File: config.mk
export PLATFORM = sky130hd
export DESIGN_NAME = sha256_compress_core
export DESIGN_NICKNAME = d
export VERILOG_FILES = /design/src/rtl/sha256_compress_core.sv
export SDC_FILE = /design/constraint.sdc
export NUM_CORES = 2
export LEC_CHECK = 0
export CAP_MARGIN = 20
export CORE_ASPECT_RATIO = 0.8
export CORE_MARGIN = 2
export CORE_UTILIZATION = 30
export CTS_CLUSTER_DIAMETER = 30
export DETAILED_ROUTE_END_ITERATION = 8
export GPL_TIMING_DRIVEN = 0
export PLACE_DENSITY = 0.55
export RECOVER_POWER = 100
export REMOVE_ABC_BUFFERS = 1
export SLEW_MARGIN = 15
export SYNTH_ARGS = -nofsm -noshare
export SYNTH_HDL_FRONTEND = slang
export SYNTH_SLANG_ARGS = --single-unit
File: constraint.sdc
create_clock -name clk -period 11.8 [get_ports clk]
set_input_delay 2.36 -clock clk [delete_from_list [all_inputs] [get_ports clk]]
set_output_delay 2.36 -clock clk [all_outputs]
set_load 0.02 [all_outputs]
File: src/rtl/sha256_compress_core.sv
// Iterative SHA-256 compression: one round per clock, chained digest out after the last round.
// Optional abort input enabled by defining SHA256_ABORT_EN.
module sha256_compress_core #(
  parameter int ROUNDS = 64
) (
  input  logic         clk,
  input  logic         rst_n,
  input  logic         start,
  input  logic [255:0] h_in,
  input  logic         w_valid,
  output logic         w_ready,
  input  logic [31:0]  w_data,
  output logic         busy,
  output logic         digest_valid,
  output logic [255:0] digest
`ifdef SHA256_ABORT_EN
  ,
  input  logic         abort
`endif
);

  typedef enum logic [1:0] {IDLE, ROUND, FINAL} state_t;

  localparam logic [5:0] TLAST = 6'(ROUNDS - 1);

  localparam logic [31:0] KROM [64] = '{
    32'h428a2f98, 32'h71374491, 32'hb5c0fbcf, 32'he9b5dba5, 32'h3956c25b, 32'h59f111f1, 32'h923f82a4, 32'hab1c5ed5,
    32'hd807aa98, 32'h12835b01, 32'h243185be, 32'h550c7dc3, 32'h72be5d74, 32'h80deb1fe, 32'h9bdc06a7, 32'hc19bf174,
    32'he49b69c1, 32'hefbe4786, 32'h0fc19dc6, 32'h240ca1cc, 32'h2de92c6f, 32'h4a7484aa, 32'h5cb0a9dc, 32'h76f988da,
    32'h983e5152, 32'ha831c66d, 32'hb00327c8, 32'hbf597fc7, 32'hc6e00bf3, 32'hd5a79147, 32'h06ca6351, 32'h14292967,
    32'h27b70a85, 32'h2e1b2138, 32'h4d2c6dfc, 32'h53380d13, 32'h650a7354, 32'h766a0abb, 32'h81c2c92e, 32'h92722c85,
    32'ha2bfe8a1, 32'ha81a664b, 32'hc24b8b70, 32'hc76c51a3, 32'hd192e819, 32'hd6990624, 32'hf40e3585, 32'h106aa070,
    32'h19a4c116, 32'h1e376c08, 32'h2748774c, 32'h34b0bcb5, 32'h391c0cb3, 32'h4ed8aa4a, 32'h5b9cca4f, 32'h682e6ff3,
    32'h748f82ee, 32'h78a5636f, 32'h84c87814, 32'h8cc70208, 32'h90befffa, 32'ha4506ceb, 32'hbef9a3f7, 32'hc67178f2
  };

  state_t           state_q, state_d;
  logic [5:0]       t_q;
  logic [7:0][31:0] wv_q, hr_q, wv_nxt, dsum;
  logic             abort_w, hs, last;

`ifdef SHA256_ABORT_EN
  assign abort_w = abort;
`else
  assign abort_w = 1'b0;
`endif

  // Working variables packed a..h from high lane to low lane, matching h_in/digest order.
  logic [31:0] a, b, c, d, e, f, g, h;
  assign {a, b, c, d, e, f, g, h} = wv_q;

  logic [31:0] s0, s1, ch, maj, t1, t2;
  assign s1  = {e[5:0], e[31:6]} ^ {e[10:0], e[31:11]} ^ {e[24:0], e[31:25]};
  assign s0  = {a[1:0], a[31:2]} ^ {a[12:0], a[31:13]} ^ {a[21:0], a[31:22]};
  assign ch  = (e & f) ^ (~e & g);
  assign maj = (a & b) ^ (a & c) ^ (b & c);
  assign t1  = h + s1 + ch + KROM[t_q] + w_data;
  assign t2  = s0 + maj;
  assign wv_nxt = {t1 + t2, a, b, c, d + t1, e, f, g};

  for (genvar i = 0; i < 8; i++) begin : g_fold
    assign dsum[i] = hr_q[i] + wv_q[i];
  end

  assign last = (t_q == TLAST);
  assign hs   = w_valid && (state_q == ROUND) && !abort_w;

  always_ff @(posedge clk) begin
    if (!rst_n) state_q <= IDLE;
    else        state_q <= state_d;
  end

  always_comb begin
    state_d = state_q;
    w_ready = 1'b0;
    busy    = 1'b0;
    case (state_q)
      IDLE:  if (start) state_d = ROUND;
      ROUND: begin
        w_ready = 1'b1;
        busy    = 1'b1;
        if (abort_w)          state_d = IDLE;
        else if (hs && last)  state_d = FINAL;
      end
      FINAL: begin
        busy    = 1'b1;
        state_d = IDLE;
      end
      default: state_d = IDLE;
    endcase
  end

  always_ff @(posedge clk) begin
    if (!rst_n) begin
      wv_q         <= '0;
      hr_q         <= '0;
      t_q          <= '0;
      digest       <= '0;
      digest_valid <= 1'b0;
    end else begin
      digest_valid <= 1'b0;
      case (state_q)
        IDLE: if (start) begin
          hr_q <= h_in;
          wv_q <= h_in;
          t_q  <= '0;
        end
        ROUND: begin
          if (abort_w) t_q <= '0;
          else if (hs) begin
            wv_q <= wv_nxt;
            // Hold t on the final round so the counter never wraps.
            if (!last) t_q <= t_q + 6'd1;
          end
        end
        FINAL: begin
          t_q <= '0;
          if (!abort_w) begin
            digest       <= dsum;
            digest_valid <= 1'b1;
          end
        end
        default: ;
      endcase
    end
  end

endmodule
After elaboration in Yosys (flattened, before gate mapping)
Memory sizes are Yosys's and may differ from the RTL's.
Index checks and enable logic that the tools add are counted.
Widths: inputs -> output; s select.
Storage, ports and cells
  bits in registers: 777
  bits in latches: 0
  RAM bits: 0
  memory bits (read-only): 2048
  output and inout bits: 259
  logic and storage cells: 84
  memories kept: 1
Memories
  (no name shown): words 64, bits a word 32, rd ports 1, clocked after memory_dff 0, wr ports 0, RTL line 57  | assign t1 = h + s1 + ch + KROM[t_q] + w_data;
Operators by class
  add/subtract/negate cells: 16
  multiply operators: 0
  div/mod/pow operators: 0
  order comparisons: 1
  equality and inequality tests: 7
  shift operators: 0
  mux-type cells: 15
  bitwise gates (word level): 14
  reduce and logical (&&, ||, !) cells: 10
Operator list (count)
  $mux 256: 2
  $pmux 256 s2: 1
  $add 32x32->32: 15
  $xor 32x32->32: 7
  $and 32x32->32: 5
  $mux 32: 2
  $not 32->32: 1
  $mux 6: 3
  $pmux 6 s3: 1
  $ge 7x7->1 const B: 1
  $not 6->7: 1
  $add 6x1->6 const B: 1
  $eq 6x6->1 const B: 1
  $ne 2x2->1 const B: 3
  $mux 2: 2
  $pmux 2 s2: 1
  $reduce_and 2->1: 2
  $reduce_and 4->1: 1
  $mux 1: 3
  $reduce_and 3->1: 1
  $reduce_bool 3->1: 1
  $eq 2x1->1 const B: 1
  $eq 2x2->1 const B: 1
  $logic_and 1x1->1: 2
  4 further kinds: 4

Longest topological paths before layout
  depth after elaboration: 9
  mapped depth: 38
  mapped depth without buffers: 35

Worst setup path before layout
Ideal clock, no wire load.
  kind: input to register
  start: in w_data[2]
  end: reg wv_q (netlist bit a[31])
  setup time: 0.132 ns
  arrival time: 8.500 ns
  required time: 11.668 ns
  setup slack: 3.168 ns
  stages on the path: 31
  path buffers: 0
  path through: inv_1 fa_1 inv_1 fa_1 inv_1 fa_1 inv_1 ha_1 a21o_1 a21oi_1 nor2b_1 o31ai_2 a31oi_1 a21boi_1 o21ai_1 a2111o_1 a31o_2 a21o_1 xnor2_1 fa_1 inv_1 ha_1 a21oi_1 inv_1 nor3b_1 a21oi_1 a21o_1 a21oi_1 xnor2_1 xnor2_1 o32ai_1
On the way
  longest elaborated chain between the ends: 4
RTL lines
  start, declared: RTL line 12  | input logic [31:0] w_data,
  $add 32x32->32: RTL line 57
  $add 32x32->32: RTL line 59  | assign wv_nxt = {t1 + t2, a, b, c, d + t1, e, f, g};
  $mux 256: RTL line 110  | else if (hs) begin
  $pmux 256 s2: RTL line 102  | case (state_q)
  end signal, assigned: RTL line 105  | wv_q <= h_in;
  end signal, assigned: RTL line 111  | wv_q <= wv_nxt;
  end, declared: RTL line 39  | logic [7:0][31:0] wv_q, hr_q, wv_nxt, dsum;
Every way passes these cells. The select of a mux whose other input is x is not followed.
A chain may end at the register's enable or synchronous reset.

Worst setup path in the final report
  start: reg t_q[1]
  end: reg wv_q (netlist bit a[31])
On the way
  longest elaborated chain between the ends: 9
RTL lines
  start, declared: RTL line 38  | logic [5:0] t_q;
  start signal, assigned: RTL line 113  | if (!last) t_q <= t_q + 6'd1;
  $not 6->7 (implied by the code): RTL line 57
  $mem_v2 64x32
  $mux 32 (implied by the code) (2 in series): RTL line 57
  $add 32x32->32 (2 in series): RTL line 57
  $add 32x32->32: RTL line 59
  $mux 256: RTL line 110
  $pmux 256 s2: RTL line 102
Every way passes these cells. The select of a mux whose other input is x is not followed.

==> out/results.txt <==
status -> finished, violations left
failing checks -> max-capacitance violations, max-slew violations
initial core utilization -> 0.302
Yosys reg bits -> 777
Final setup viols -> 0
post-synthesis instance total -> 6522
CTS root buf -> clkbuf_16
Syn Area/Cell -> 8.08 um^2
NumNets Final -> 7713
Post-Route WL -> 218 mm
Post-Place Cells -> 9018
Initial DRC Count -> 4064
CTS max path bufs -> 3
Core ar. -> 0.174 mm^2
CTS buffer count -> 186
Sink Count -> 777
Main synth FF type -> dfxtp_1
slew margin rel. -> -1.13
Hold Path Class -> reg -> reg
Slew @ Worst Pin -> 3.19 ns
ys async rst share -> 0
Area Overhead vs Synth -> 27.9%
worst hold start -> digest[171]
HPWL after detailed placement -> 169 mm
count leader, synth -> nand2_1
I/O pin total -> 551
Post-Layout Cell Count -> 9370
Layout Skew -> 0.0360 ns
post_cts resized -> 0
die extent in y -> 379 um
drt pass-1 iters -> 6
post-synthesis instance area -> 0.0527 mm^2
first-pass GRT wire length -> 316 mm
commonest cells in the netlist -> nand2_1, dfxtp_1, a21oi_1, nor2_1, clkbuf_1
RSZ-0062 raised after global routing -> false
cts hold-fix bufs -> 0
port bufs -> 550
via count -> 49071
DRC viols -> 0
htree depth -> 4
dominant cell type by area after synthesis -> dfxtp_1
worst skew pair latency -> 0.81 ns
Critical Path Sink Type -> flip-flop
setup bufs post-CTS -> 0
Critical Path Max Stage Delay -> 1.10 ns
Reg clk slew, reported paths -> 0.04 ns
gr ovfl total -> 0
Yosys top cell area share -> 0.295
max-slew violation count -> 744
Seq/Total Area, Yosys -> 0.295
final period demand of the worst path -> 11.20 ns
Synth warnings -> 0
final worst path period share -> 0.949
Setup WS pre-CTS -> 0.796 ns
Critical Path RT -> 12.41 ns
routability cong. -> 0.945
PnR worst setup slack -> 0.597 ns
critical path startpoint -> t_q[1]
Final Hold Vio Count -> 0
library cells used by synthesis -> 82
DR WL/cell -> 23.3 um
DRT antenna net count -> 0
worst setup path category -> reg -> reg
largest net degree at the start of global routing -> 130
Die ar. -> 0.179 mm^2
top cells by area, synth -> dfxtp_1, ha_1, a21oi_1
crit-path max FO -> 21
Site Rows -> 137
Most Frequent Cell on Critical Path -> a21oi_1
Fmax achieved -> 89.3 MHz
CP Launch Type -> flip-flop
initial antenna violation count -> 32
EDFF count, synth -> 0
gr usage total -> 0.237
crit path DAT -> 11.81 ns
vias in the first global route -> 47464
RR Startpoint -> t_q[1]
MaxCap Viol Count -> 12
Die Width -> 472 um
Worst path slowest cell -> dfxtp_1
Vias/cell -> 5.24
CTS tree -> done
layout cells sized above 1 -> 0.0629
fill cell count -> 17427
Setup TNS -> 0 ns
## worst max-delay path, delay by kind of cell, from the launching register on
family                     cells  cell delay (ns)
DFF                            1             1.10
adders and majority gates      6             2.98
AOI/OAI and AO/OA             15             4.15
and+or+nand+nor                4             0.81
buffers and inverters          3             0.69
xor gates and xnor gates       3             1.23
## layout by cell type (no fill, tap or decap), drive strengths merged, types with 32 or more instances in the layout
cell,instances
clkdlybuf4s50,291
nand3,89
dlygate4sd3,258
o21ai,357
mux2i,322
o21bai,37
nand2b,46
inv,353
nor2,616
nand4,32
a21o,189
buf,53
clkbuf,253
o21a,62
dfxtp,777
a21oi,670
and3,38
clkinv,47
nand2,806
fa,133
nor2b,51
a211oi,281
a31oi,37
nor3,79
xnor2,288
xor2,127
ha,373
## state kept, by name, indices dropped and copies added (netlist names)
name and cells:
digest 256, hr_q 256, a 32, b 32
c 32, d 32, e 32, f 32
g 32, h 32, t_q 6, state_q 2
digest_valid 1
## area by class of cell
class,count,area (um^2),area share
antenna,13,32.5,0.000483
clock buffer,245,5230,0.0776
clock inverter,92,1220,0.0181
multi-input combinational,4997,34300,0.510
sequential,777,15600,0.231
inverter,343,1300,0.0193
timing repair buffer,610,6830,0.101
tap,2293,2870,0.0426
## metrics by stage
step	cell area (um^2)	hold slack [ns]	util
3_5_place_dp	61100	0.445	0.350
6_report	67400	0.445	0.387
2_1_floorplan	51100	0.440	-
5_1_grt	67400	0.471	0.387
3_3_place_gp	59500	0.438	0.341
4_1_cts	67500	0.456	0.387
## cell families after synthesis
family / synth area share
compound gates: 0.219
simple gates: 0.147
flops: 0.295
buf+inv: 0.0534
fa+ha+maj: 0.143
xor+xnor: 0.0694
mux: 0.0723
## routing by layer
layer / part of all wire / wire, um / track usage
met1: 0.45 / 97600 / 0.312
met2: 0.46 / 101000 / 0.388
met3: 0.055 / 11900 / 0.0382
met4: 0.036 / 7800 / 0.0867
met5: 0.00046 / 100 / 0
## final timing paths
kind | slack [ns] | depth (start not counted) | to
worst max-delay path | 0.60 | 31 | a[31]
worst min-delay path | 0.45 | 2 | digest[171]
worst max register to register | 0.60 | 31 | a[31]
worst min register to register | 0.45 | 2 | digest[171]
Power is left out: the tool's default activity adds up to more than one toggle a clock period on the data nets, which glitch-free logic cannot reach.
